--- config.mk ---
export PLATFORM = sky130hd
export DESIGN_NAME = prescaled_updown_counter
export DESIGN_NICKNAME = d
export VERILOG_FILES = /design/src/rtl/counter_pkg.sv /design/src/rtl/tick_prescaler.sv /design/src/rtl/prescaled_updown_counter.sv
export SDC_FILE = /design/constraint.sdc
export NUM_CORES = 1
export LEC_CHECK = 0
export BUFFER_PORTS_ARGS = -buffer_cell sky130_fd_sc_hd__buf_2
export CAP_MARGIN = 20
export CORE_ASPECT_RATIO = 1.2
export CORE_UTILIZATION = 40
export DETAILED_ROUTE_END_ITERATION = 10
export PLACE_DENSITY = 0.74
export SLEW_MARGIN = 20
export SYNTH_ARGS = -nofsm -noshare
export SYNTH_HDL_FRONTEND = slang
export SYNTH_SLANG_ARGS = --single-unit
--- constraint.sdc ---
create_clock -name clk -period 4.05 [get_ports clk]
set_input_delay 0 -clock clk [delete_from_list [all_inputs] [get_ports clk]]
set_output_delay 0 -clock clk [all_outputs]
set_load 0.1 [all_outputs]
--- src/rtl/counter_pkg.sv ---
// Shared definitions for the prescaled up/down counter: overflow mode encodings and default widths.
package counter_pkg;

    localparam int unsigned CNT_WIDTH_DEF = 24;
    localparam int unsigned PRE_WIDTH_DEF = 16;

    typedef enum logic [1:0] {
        CNT_WRAP    = 2'b00,
        CNT_SAT     = 2'b01,
        CNT_ONESHOT = 2'b10
    } cnt_mode_t;

endpackage

--- src/rtl/tick_prescaler.sv ---
// Programmable prescaler issuing one step every limit+1 enabled cycles.
// Only built when COUNTER_PRESCALER_EN is defined.
`ifdef COUNTER_PRESCALER_EN
module tick_prescaler
    import counter_pkg::*;
#(
    parameter int unsigned PRE_WIDTH = PRE_WIDTH_DEF
) (
    input  logic                 clk,
    input  logic                 rst,
    input  logic                 en,
    input  logic                 clr,
    input  logic [PRE_WIDTH-1:0] limit,
    output logic                 step
);

    logic [PRE_WIDTH-1:0] pre;

    // >= so that lowering limit below the running count steps at once instead of wrapping
    assign step = en && (pre >= limit);

    always_ff @(posedge clk) begin
        if (rst || clr) begin
            pre <= '0;
        end else if (en) begin
            if (step) begin
                pre <= '0;
            end else begin
                pre <= pre + PRE_WIDTH'(1);
            end
        end
    end

endmodule
`endif

--- src/rtl/prescaled_updown_counter.sv ---
// Up/down counter with selectable wrap/saturate/one-shot overflow, parallel load and terminal-count pulse.
// Prescaler present only when COUNTER_PRESCALER_EN is defined; otherwise every enabled cycle steps.
module prescaled_updown_counter
    import counter_pkg::*;
#(
    parameter int unsigned WIDTH     = CNT_WIDTH_DEF,
    parameter int unsigned PRE_WIDTH = PRE_WIDTH_DEF
) (
    input  logic                 clk,
    input  logic                 rst,
    input  logic                 en,
    input  logic                 up_dn,
    input  logic [1:0]           mode,
    input  logic                 load,
    input  logic [WIDTH-1:0]     load_val,
    input  logic [PRE_WIDTH-1:0] limit,
    output logic [WIDTH-1:0]     ctr,
    output logic                 tick,
    output logic                 tc,
    output logic                 done
);

    logic             step;
    logic             at_bound;
    logic [WIDTH-1:0] ctr_d;
    logic             tick_d;
    logic             tc_d;
    logic             done_d;

`ifdef COUNTER_PRESCALER_EN
    tick_prescaler #(
        .PRE_WIDTH(PRE_WIDTH)
    ) u_prescaler (
        .clk  (clk),
        .rst  (rst),
        .en   (en),
        .clr  (load),
        .limit(limit),
        .step (step)
    );
`else
    logic unused_limit;
    assign unused_limit = ^limit;
    assign step         = en;
`endif

    always_comb begin
        ctr_d    = ctr;
        tick_d   = 1'b0;
        tc_d     = 1'b0;
        done_d   = done;
        at_bound = up_dn ? (ctr == '1) : (ctr == '0);
        if (load) begin
            ctr_d  = load_val;
            done_d = 1'b0;
        end else if (step && !done) begin
            tick_d = 1'b1;
            if (at_bound) begin
                tc_d = 1'b1;
                case (mode)
                    CNT_SAT:     ctr_d  = ctr;
                    CNT_ONESHOT: done_d = 1'b1;
                    default:     ctr_d  = up_dn ? '0 : '1;
                endcase
            end else begin
                ctr_d = up_dn ? ctr + WIDTH'(1) : ctr - WIDTH'(1);
            end
        end
    end

    always_ff @(posedge clk) begin
        if (rst) begin
            ctr  <= '0;
            tick <= 1'b0;
            tc   <= 1'b0;
            done <= 1'b0;
        end else begin
            ctr  <= ctr_d;
            tick <= tick_d;
            tc   <= tc_d;
            done <= done_d;
        end
    end

endmodule

==> impl_results.md <==
- Yosys warns: 0
- Share of cells above drive strength 1: 17.2%
- Routed Wire Length: 7280 µm
- Synth area leaders: dfxtp_1 21%, ha_1 11%, a21oi_1 6.8%, nor3_1 5.6%, a2111oi_0 5.4%
- Register area share after synthesis: 21.0%
- Async S/R FF share, synth: 0%
- Area Growth Syn to Fin: 22.4%
- Final std cells w/o fill: 495
- # IOs: 74
- Finished Cell Area: about 3200 µm²
- Mean post-synth cell area: around 7.5 µm²
- DR pass1 iterations: 4
- Worst Path Arrival: 3160 ps
- Leading area contributor after synthesis: dfxtp_1
- Worst-path clk slew: 110 ps
- Final Max Slew Viols: 0
- Detailed Route Iter0 Violations: approximately 130
- PostCTS Resize Cnt: 0
- Worst-Margin Slew: 885 ps
- Vias: 2854
- Final core occ: 51.4%
- Input/output buffers: 57
- Multi-input gate area: 1850 µm²
- Max-cap violations: 0
- RSZ-0062 raised after global routing: false
- Final period utilization: 73.4%
- Fin crit period: about 3000 ps
- Clock latency on the worst-skew pair: 290 ps
- Final GP Congestion: around 0.9
- Drt drc: 0
- Hold WC Path Type: in2reg
- F_max: around 340 MHz
- Syn nets: 416
- Post-synth top area share: 21.0%
- Worst-path maximum fanout: 21
- Final Skew: 8.87 ps
- Final HPWL DP: 5260 µm
- Initial Utilization: between 40% and 50%
- Final Hold Vio Count: 0
- Worst Setup Start Kind: register
- Most common cell in the synthesized netlist: a21oi_1
- Die height: 89.9 µm
- Synth Instances: 345
- Overflow after GRT: 0
- Commonest cells post-synth: 35 x a21oi_1, 32 x inv_1, 29 x nor3_1
- # rows: 31
- Initial antenna violation count: 0
- Via-per-instance ratio: 5.77
- Synthesized cell area: 2570 µm²
- Post-layout worst setup margin: 1080 ps
- #FFs+latches synth: 27
- Cell Area, Placed: 2910 µm²
- Number of flops mapped to enable cells by yosys: 0
- Die width: 75.2 µm
- Dpl cells: 471
- Clock Path Buffers: 2
- Final ANT Viol Nets: 0
- Status: completed
- GRT Total Usage: 23.3%
- Pwr dens: 343 nW/µm²
- Top FF cell, synth: dfxtp_1
- Final #Nets: 485
- Die area: between 6000 and 7000 µm²
- Fillcell total: 611
- WP data required: 4240 ps
- Vias in the first global route: 2765
- Static Leakage: 1.46 nW
- TritonCTS clock tree: yes
- H-tree depth: 1
- Setup CP Type: reg2reg
- Num CTS Buffers: 3
- Wirelength per Cell: 14.7 µm
- Root buf cell: clkbuf_8
- CP endpoint kind: register
- TritonCTS Sinks: 27
- Ant diodes: 0
- Final-report setup violation count: 0
- Worst VDD drop: 208 µV
- Sequential Area: 541 µm²
- Placement Setup Slack: 1000 ps
- Setup TNS: 0 ps
- Core area: approximately 6100 µm²
- First-pass GRT wire length: approximately 13000 µm
- Pin count of the biggest net entering global routing: 54
- Rel. slew slack: 41.0%
- Unique masters post-synth: 48
- Post-CTS setup buffer count: 0
metrics by stage:
stage / total power, mW / hold WS [ps]
3_5_place_dp: 0.900 / 263
6_report: 1.08 / 58.3
4_1_cts: 1.08 / 54.2
5_1_grt: 1.15 / 73.3
3_3_place_gp: 0.891 / 262
2_1_floorplan: 0.794 / 79.8
layer usage:
layer / part of all wire (%) / routed length [µm] / track usage [%]
met5: 0 / 0 / 0
met4: 1.9 / 140 / 8.02
met3: 3.0 / 221 / 1.91
met2: 51 / 3680 / 40.5
met1: 44 / 3230 / 29.3
worst max-delay path: stages, from the launching register on:
cell,delay (ps)
dfxtp_1,500
nand4_1,150
nor4_2,320
nand2_2,200
and2_1,450
o21a_1,580
or3_1,430
a31oi_1,170
nand2_1,70
timing repair:
item / in CTS / in global routing
setup endpoints to repair: 0 / 0
hold buffers: 20 / 0
hold endpoints to repair: 20 / 0
logic make-up (layout without fill, tap and decap cells):
group | after synthesis | in the layout | share of synthesized area, %
compound gates | 124 | 124 | 33.0
xor+xnor | 14 | 14 | 4.76
fa+ha+maj | 24 | 24 | 12.0
buf+inv | 46 | 114 | 7.14
flops | 27 | 27 | 21.0
mux | 3 | 3 | 1.21
simple gates | 107 | 107 | 20.9
placed cells by master (no fill, tap or decap), types with 2 or more instances in the layout:
cell type,Yosys,routed
a2111oi_2,2,2
mux2i_1,2,2
xnor2_1,9,9
a21oi_1,35,35
clkbuf_8,0,3
o21ai_0,16,16
dlygate4sd3_1,0,20
buf_2,3,57
nand4_1,9,9
nand2_1,18,18
o21a_1,9,9
and2_1,2,2
dfxtp_1,27,27
a21o_1,14,14
xor2_1,5,5
nand3_1,6,6
or3_1,6,6
nor4_1,5,5
nor2b_1,3,3
o21bai_1,3,3
ha_1,23,23
o22ai_1,3,3
o211ai_1,2,2
nor3_1,29,29
a211oi_1,6,6
nor2_1,23,23
inv_1,32,32
a31oi_1,6,6
a2111oi_0,16,16
nand2b_1,2,2
state kept, by name, summed over array words and instances (netlist names):
signal,count
ctr,24
done,1
tick,1
tc,1
final timing paths:
kind,start,end,slack [ps],cells after the start
max,ctr[0]$_SDFFE_PP0P_,ctr[23]$_SDFFE_PP0P_,1080,8
min,load_val[17],ctr[17]$_SDFFE_PP0P_,60,4
max reg2reg,ctr[0]$_SDFFE_PP0P_,ctr[23]$_SDFFE_PP0P_,1080,8
min reg2reg,done$_SDFFE_PP0P_,done$_SDFFE_PP0P_,570,2
area by class of cell:
| cell class | instances | share of cell area, % |
|---|---|---|
| Timing Repair Buffer | 78 | 15.6 |
| Clock inverter | 1 | 0.159 |
| Sequential cell | 27 | 17.1 |
| Inverter | 32 | 3.81 |
| Multi-Input combinational cell | 272 | 58.7 |
| Tap cell | 82 | 3.25 |
| Clock buffer | 3 | 1.31 |
where the power goes:
group	switching, mW	leakage, nW	internal [mW]
Combinational	0.398	1.21	0.184
Clock	0.0979	0.0255	0.0693
Sequential	0.0416	0.225	0.292
Total	0.537	1.46	0.545
No activity file was read; power rests on OpenSTA's default activity.
